`config.mk`:
```
export PLATFORM = sky130hd
export DESIGN_NAME = sprite_scan_store
export DESIGN_NICKNAME = d
export VERILOG_FILES = /design/src/rtl/sprite_scan_store.sv
export SDC_FILE = /design/constraint.sdc
export NUM_CORES = 1
export LEC_CHECK = 0
export BUFFER_PORTS_ARGS = -buffer_cell sky130_fd_sc_hd__buf_2
export CORE_MARGIN = 2
export CORE_UTILIZATION = 55
export CTS_CLUSTER_SIZE = 20
export DETAILED_ROUTE_END_ITERATION = 6
export PLACE_DENSITY = 0.82
export SYNTH_ARGS = -nofsm -noshare
export SYNTH_HDL_FRONTEND = slang
export SYNTH_SLANG_ARGS = --single-unit
```
`constraint.sdc`:
```
create_clock -name clk1 -period 9.5 [get_ports clk1]
set_clock_uncertainty 0.2 [all_clocks]
set_input_delay 1.9 -clock clk1 [delete_from_list [all_inputs] [get_ports clk1]]
set_output_delay 1.9 -clock clk1 [all_outputs]
set_load 0.05 [all_outputs]
```
`src/rtl/sprite_scan_store.sv`:
```
// sprite_scan_store: scans NUM_OAM OAM entries per line, buffers up to MAX_SPRITES hits, answers per-pixel X queries.
// Optional sticky overflow flag: define SPRITE_OVERFLOW_EN.
module sprite_scan_store #(
  parameter int NUM_OAM     = 40,
  parameter int MAX_SPRITES = 10,
  parameter int IDX_W       = 6,
  parameter int X_W         = 8
) (
  input  logic             clk1,
  input  logic             reset_video,
  input  logic             scan_start,
  input  logic [7:0]       ly,
  input  logic             ff40_d1,
  input  logic             ff40_d2,
  output logic             oam_rd,
  output logic [IDX_W-1:0] oam_addr,
  input  logic             oam_valid,
  input  logic [7:0]       oam_y,
  input  logic [X_W-1:0]   oam_x,
  output logic             scanning,
  output logic             scan_done,
  output logic [4:0]       sprite_count,
  input  logic [X_W-1:0]   query_x,
  output logic             match_valid,
  output logic [3:0]       match_slot,
  output logic [IDX_W-1:0] match_idx,
  output logic [3:0]       match_row,
  input  logic             slot_clear,
  input  logic [3:0]       slot_clear_id,
  output logic             overflow
);
  typedef enum logic [1:0] {IDLE, SCAN, DONE} state_t;
  state_t                 state;
  logic [7:0]             ly_q;
  logic                   tall_q;
  logic [MAX_SPRITES-1:0] valid;
  logic [IDX_W-1:0]       slot_idx [MAX_SPRITES];
  logic [X_W-1:0]         slot_x   [MAX_SPRITES];
  logic [3:0]             slot_row [MAX_SPRITES];
  logic [7:0]             row;
  logic                   hit, full, take, last;
  // Row wraps in 8 bits, so off-screen Y values land far above the height limit.
  assign row  = ly_q + 8'd16 - oam_y;
  assign hit  = ff40_d1 && row < (tall_q ? 8'd16 : 8'd8);
  assign full = sprite_count >= 5'(MAX_SPRITES);
  assign take = state == SCAN && oam_valid && hit;
  assign last = oam_addr == IDX_W'(NUM_OAM - 1);
  always_ff @(posedge clk1 or posedge reset_video) begin
    if (reset_video) begin
      state        <= IDLE;
      valid        <= '0;
      sprite_count <= 5'd0;
      oam_rd       <= 1'b0;
      oam_addr     <= '0;
      scanning     <= 1'b0;
      scan_done    <= 1'b0;
      ly_q         <= 8'd0;
      tall_q       <= 1'b0;
    end else if (scan_start) begin
      state        <= SCAN;
      valid        <= '0;
      sprite_count <= 5'd0;
      oam_rd       <= 1'b1;
      oam_addr     <= '0;
      scanning     <= 1'b1;
      scan_done    <= 1'b0;
      ly_q         <= ly;
      tall_q       <= ff40_d2;
    end else if (state == SCAN) begin
      if (oam_valid) begin
        if (hit && !full) begin
          for (int i = 0; i < MAX_SPRITES; i++)
            if (sprite_count == 5'(i)) valid[i] <= 1'b1;
          sprite_count <= sprite_count + 5'd1;
        end
        if (last) begin
          state     <= DONE;
          oam_rd    <= 1'b0;
          scanning  <= 1'b0;
          scan_done <= 1'b1;
        end else
          oam_addr <= oam_addr + 1'b1;
      end
    end else begin
      scan_done <= 1'b0;
      state     <= IDLE;
      for (int i = 0; i < MAX_SPRITES; i++)
        if (slot_clear && slot_clear_id == 4'(i)) valid[i] <= 1'b0;
    end
  end
  always_ff @(posedge clk1)
    for (int i = 0; i < MAX_SPRITES; i++)
      if (take && !full && sprite_count == 5'(i)) begin
        slot_idx[i] <= oam_addr;
        slot_x[i]   <= oam_x;
        slot_row[i] <= row[3:0];
      end
  // Scan high to low so the lowest matching slot is the one left standing.
  always_comb begin
    match_valid = 1'b0;
    match_slot  = 4'd0;
    match_idx   = '0;
    match_row   = 4'd0;
    for (int i = MAX_SPRITES - 1; i >= 0; i--)
      if (valid[i] && slot_x[i] == query_x) begin
        match_valid = 1'b1;
        match_slot  = 4'(i);
        match_idx   = slot_idx[i];
        match_row   = slot_row[i];
      end
  end
`ifdef SPRITE_OVERFLOW_EN
  always_ff @(posedge clk1 or posedge reset_video)
    if (reset_video) overflow <= 1'b0;
    else if (scan_start) overflow <= 1'b0;
    else if (take && full) overflow <= 1'b1;
`else
  assign overflow = 1'b0;
`endif
endmodule

```
* Word-level counts from Yosys, hierarchy flattened
Memory sizes are Yosys's and may differ from the RTL's.
Cells that the tools add are included.
** Cells by class
- Eq/ne operators :: 44
- Bitwise logic cells :: 0
- Multiplexer cells :: 186
- Shift-type cells :: 0
- Order comparisons :: 2
- $mul :: 0
- Reduce and logical (&&, ||, !) cells :: 93
- Add/subtract/negate cells :: 4
- Div/mod/pow operators :: 0
** Operator list (number)
- two-way mux 4 bit :: 56
- two-way mux 6 bit :: 23
- two-way mux 1 bit :: 85
- == test 8 bit :: 10
- two-way mux 8 bit :: 9
- OR reduction 8 bit :: 9
- OR reduction 6 bit :: 9
- two-way mux 10 bit :: 4
- AND reduction 4 bit :: 10
- OR reduction 4 bit :: 9
- logical AND 1 bit :: 35
- inequality test 3 x 2 -> 1 bit, second input constant :: 11
- nonzero test 3 bit :: 10
- two-way mux 5 bit :: 5
- == test 5 x 3 -> 1 bit, second input constant :: 4
- == test 4 x 3 -> 1 bit, second input constant :: 4
- == test 5 x 2 -> 1 bit, second input constant :: 2
- == test 5 x 4 -> 1 bit, second input constant :: 2
- AND reduction 3 bit :: 3
- adder 8 x 5 -> 8 bit, second input constant :: 1
- == test 4 x 2 -> 1 bit, second input constant :: 2
- == test 4 bit, second input constant :: 2
- less-than comparator 8 x 5 -> 1 bit :: 1
- two-way mux 2 bit :: 4
- other kinds (15) :: 19
** Word-level totals
- Memories kept :: 3
- Input bits :: 43
- ROM bits :: 0
- Word-level logic and storage cells :: 349
- Bits in writable memories :: 180
- Register bits after elaboration :: 34
- Latch bits :: 0
** Memories
- slot_x :: words 10, bits a word 8, rd ports 10, clocked after memory_dff 0, write ports 1, line 38 : logic [X_W-1:0] slot_x [MAX_SPRITES];
- slot_idx :: words 10, bits a word 6, rd ports 10, clocked after memory_dff 0, write ports 1, line 37 : logic [IDX_W-1:0] slot_idx [MAX_SPRITES];
- slot_row :: words 10, bits a word 4, rd ports 10, clocked after memory_dff 0, write ports 1, line 39 : logic [3:0] slot_row [MAX_SPRITES];

* Longest topological paths before layout
- Depth after elaboration :: 19
- Gate-level depth with buffers :: 14

* Worst setup path after synthesis
No wires, ideal clock.
- Path type :: input -> output
- Start point :: input query_x[2]
- End point :: output match_slot[3]
- Buffers on the path :: 2
- Path slack :: 2.929 ns
- Arrival :: 4.471 ns
- Required time :: 7.400 ns
- Stages on the path :: 7
- Cell sequence :: buf_4 xor2_1 nor4_1 and3_1 clkbuf_1 nor2_1 nor4_1
** On the way
- Cells in the longest elaborated chain, start to end :: 12
- Elaborated cells between the ends (all ways) :: 30
- Classes of those cells :: 10 x eq/ne; 10 x mux; 10 x reduce/logical
** RTL lines
- start: declaration :: line 23 : input logic [X_W-1:0] query_x,
- == test 8 bit :: line 105 : if (valid[i] && slot_x[i] == query_x) begin
- logical AND 1 bit :: line 105
- two-way mux 4 bit (9 in series) :: line 105
- two-way mux 4 bit (*) :: line 105
- end: declaration :: line 25 : output logic [3:0] match_slot,
Mark *: on every way between the ends. The rest lies on a longest branch, timed or not.

* Worst setup path in the final report
- Start point :: input query_x[1]
- End point :: output match_row[3]
** On the way
- Cells in the longest elaborated chain, start to end :: 12
- Elaborated cells between the ends (all ways) :: 30
- Classes of those cells :: 10 x eq/ne; 10 x mux; 10 x reduce/logical
** RTL lines
- == test 8 bit :: line 105
- logical AND 1 bit :: line 105
- two-way mux 4 bit (9 in series) :: line 105
- two-way mux 4 bit (*) :: line 105
- end: declaration :: line 27 : output logic [3:0] match_row,
Marks and branches as above.

==> impl_metrics.py <==
metrics = {
    "worst_setup_path": {
        "worstSetupStartpoint": "query_x[1]",
        "critical_path_cell_count": 9,
        "critPathArrivalTime_ns": 4.60,
        "r2r_slack_ns": 5.12,
        "crit-reg2reg-launch": "ly_q[2]",
        "rr_worst_depth": 11,
        "cp_num_buf_inv": 2,
        "setup_crit_end": "match_row[3]",
        "critical_setup_path_kind": "in -> out",
        "worst_path_max_delay_cell": "sky130_fd_sc_hd__or3_1",
        "path_cells": "buf_2, xnor2_1, nand4_1, or3_1, nand2b_1, a211oi_1, or3_1, a21oi_1, buf_2",
        "worst_setup_path_start_kind": "input pin",
        "critical_path.max_stage_delay_ns": 0.68,
        "worstPathMaxFanout": 21,
        "timing.rr.end": "slot_row[1][0]",
        "crit_required_ns": 7.40,
        "worst_setup_path_end_kind": "output port",
        "worst_path_dominant_cell_family": "simple AND/OR/NAND/NOR gates",
    },
    "route": {
        "route.vias.total": 6153,
        "detail_route.wirelength_um": 22200,
        "wl_per_cell_um": 21.5,
        "post-route-drc-count": 0,
        "detail-route-antenna-nets": 0,
        "detail_route.first_pass.iterations": 7,
        "vias_per_cell": 5.97,
        "violation_count_after_the_first_detailed_route_iteration": 735,
    },
    "timing": {
        "period_share_pct": 70.6,
        "max_slew.worst_pin.slew_ns": 1.06,
        "maxSlewViolCount": 0,
        "rsz0062_at_grt": "no",
        "clock.fmax_mhz": 149,
        "setup_viol_count_final": 0,
        "timing.max_slew.rel_slack_pct": 29.5,
        "final_period_minus_worst_setup_slack_ns": 6.70,
        "hold_violations": 0,
        "tns_ns": 0,
    },
    "clock_tree": {
        "cts_buffer_depth": 3,
        "cts-resized-gates": 0,
        "clk_latency_ns": 0.50,
        "hold_buffers": 0,
        "clk_transition_reported_paths_ns": 0.06,
        "cts_tree": "built",
        "cts-buffers-inserted": 21,
        "h-tree-depth": 1,
        "clock-root-buffer": "sky130_fd_sc_hd__clkbuf_16",
        "clkSinkCount": 213,
        "cts_setup_buffers": 0,
    },
    "grt": {
        "grt.busiest_layer": "met2",
        "first_global_vias": 6110,
        "grt_start_max_net_pins": 42,
        "global_route.usage.total_pct": 24.9,
        "gr-usage-met1_pct": 34.2,
        "grt_antenna_before_repair": 0,
        "grt_pass1_wl_um": 34200,
        "grtUsageMet3_pct": 3.93,
        "globalRouteOverflowTotal": 0,
        "use_met2_pct": 41.3,
    },
    "die": {
        "fp.coreArea_um2": 16700,
        "initial_core_util_pct": 56.7,
        "chipWidth_um": 135,
        "die_height_um": 135,
        "die_area_um2": 18300,
        "fp-row-count": 47,
        "io_pins": 73,
    },
    "synth": {
        "mappedNetlistNets": 782,
        "yosys.area.top_type": "sky130_fd_sc_hd__edfxtp_1",
        "synthesis.instances": 719,
        "synth_flop_cell": "sky130_fd_sc_hd__edfxtp_1",
        "synth_enable_flop_cells": 180,
        "synth_top_area_share_pct": 57.0,
        "synthMostInstantiatedCell": "sky130_fd_sc_hd__edfxtp_1",
        "synth_seq_cells": 213,
        "post_synth_main_area_contributors": "sky130_fd_sc_hd__edfxtp_1 57%, sky130_fd_sc_hd__dfrtp_1 8.7%, sky130_fd_sc_hd__xnor2_1 7.1%",
        "synthArstFlopShare_pct": 15.5,
        "ys.warnings.count": 0,
        "synth_common_cells": "180 x sky130_fd_sc_hd__edfxtp_1, 77 x sky130_fd_sc_hd__xnor2_1, 52 x sky130_fd_sc_hd__nor2_1",
        "post_synth.cell_area_avg_um2": 13.2,
        "yosysSeqAreaShare_pct": 65.8,
        "synth.cell_area_um2": 9480,
        "netlist-cell-type-count": 54,
    },
    "status": {
        "run_status": "finished clean",
    },
    "placement": {
        "port_buffers": 71,
        "gp_routability_congestion": 0.850,
        "detailedPlacementHpwl_um": 14200,
        "post-place-cells": 993,
    },
    "power_and_ir_drop": {
        "powerDensity_nw_per_um2": 187,
        "power_leakage_nw": 3.92,
        "max-vdd-ir-drop_mv": 0.129,
    },
    "cells_and_area": {
        "diodes": 0,
        "final_cells": 1030,
        "layout-drive-gt1-share_pct": 16.8,
        "layout-area-overhead-vs-synth_pct": 13.6,
        "finalNetCount": 859,
    },
    "hold_path": {
        "hold_path_startpoint": "ly_q[5]",
        "hold_class": "reg -> reg",
    },
    "run": {
        "max-cap-violations": 0,
    },
}
## layout make-up
cell class              count  area [um2]
clock buffers              28         582
clock inverters             9         120
fillers                  1171        5940
inverters                  25        93.8
multi-input cells         450        3000
flip-flops and latches    213        6230
well taps                 220         275
repair buffers             85         460
## kinds of logic (layout without fill, tap and decap cells)
group	Yosys count	count (layout)	synth area share, %
flip-flops	213	213	65.8
multiplexers	10	10	1.28
buffers and inverters	56	147	2.80
adder cells (fa/ha/maj)	20	20	2.72
XOR/XNOR	91	91	8.56
AO/OA/AOI/OAI	120	120	7.37
AND/OR/NAND/NOR	208	208	11.5
other	1	1	0.0396
## stage by stage
| stage | hold slack (ns) | worst slack [ns] | power (mW) | instance area [um2] | util (%) |
|---|---|---|---|---|---|
| 6_report | 0.315 | 2.80 | 2.02 | 10800 | 64.5 |
| 4_1_cts | 0.317 | 2.84 | 2.03 | 10800 | 64.5 |
| 5_1_grt | 0.332 | 2.66 | 2.08 | 10800 | 64.5 |
| 3_3_place_gp | 0.295 | 2.90 | 1.18 | 10100 | 60.2 |
| 3_5_place_dp | 0.303 | 2.86 | 1.19 | 10100 | 60.2 |
| 2_1_floorplan | 0.270 | 2.93 | 1.15 | 9480 | - |
## where the power goes
group	leakage [nW]	internal (mW)	total [mW]	switching [mW]
registers	2.09	1.03	1.04	0.00722
logic	1.48	0.0475	0.128	0.0804
clock network	0.342	0.511	0.848	0.338
total	3.92	1.59	2.02	0.425
## cell usage in the layout, fill, tap and decap left out, drive strengths merged, types with 5 or more instances in the layout
master	count
edfxtp	180
inv	25
buf	85
nand2	30
xor2	13
nor2	52
and3	10
nand3	28
o31ai	7
a211oi	5
ha	19
nand4	15
clkbuf	28
clkinv	5
o21ai	35
mux2	7
or3	12
dfrtp	33
a31oi	6
nor3	19
nand3b	10
a21oi	46
o22ai	8
xnor2	77
nand2b	12
nor2b	5
## flip-flops by register name, summed over array words and instances, names as in the netlist
| signal | cells |
|---|---|
| slot_x | 80 |
| slot_idx | 60 |
| slot_row | 40 |
| valid | 10 |
| ly_q | 8 |
| oam_addr | 6 |
| sprite_count | 5 |
| scan_done | 1 |
| scanning | 1 |
| state | 1 |
| tall_q | 1 |
## per-layer routing
metal	up-vias	share of wire, %
li1	2779	-
met1	2955	39
met2	368	48
met3	51	10
met4	0	2.2
met5	-	0
## worst min path at each step
stage | end | slack, ns | depth (start not counted)
after global placement | valid[8] | 0.29 | 2
after global routing | ly_q[5] | 0.33 | 1
after floorplan | valid[8] | 0.27 | 2
after CTS | ly_q[5] | 0.32 | 1
final | ly_q[5] | 0.32 | 1
after detailed placement | ly_q[5] | 0.30 | 1
## worst reg2reg max path: stages, from the launching register on
cell,delay [ns]
sky130_fd_sc_hd__dfrtp_1,0.38
sky130_fd_sc_hd__ha_1,0.33
sky130_fd_sc_hd__ha_1,0.31
sky130_fd_sc_hd__a21o_1,0.15
sky130_fd_sc_hd__a21oi_1,0.23
sky130_fd_sc_hd__xnor2_1,0.11
sky130_fd_sc_hd__ha_1,0.19
sky130_fd_sc_hd__nor4b_1,0.27
sky130_fd_sc_hd__and4_1,0.31
sky130_fd_sc_hd__nand2_2,0.21
sky130_fd_sc_hd__or4_1,0.56
sky130_fd_sc_hd__inv_1,0.74
(Power assumes the default switching activity.)
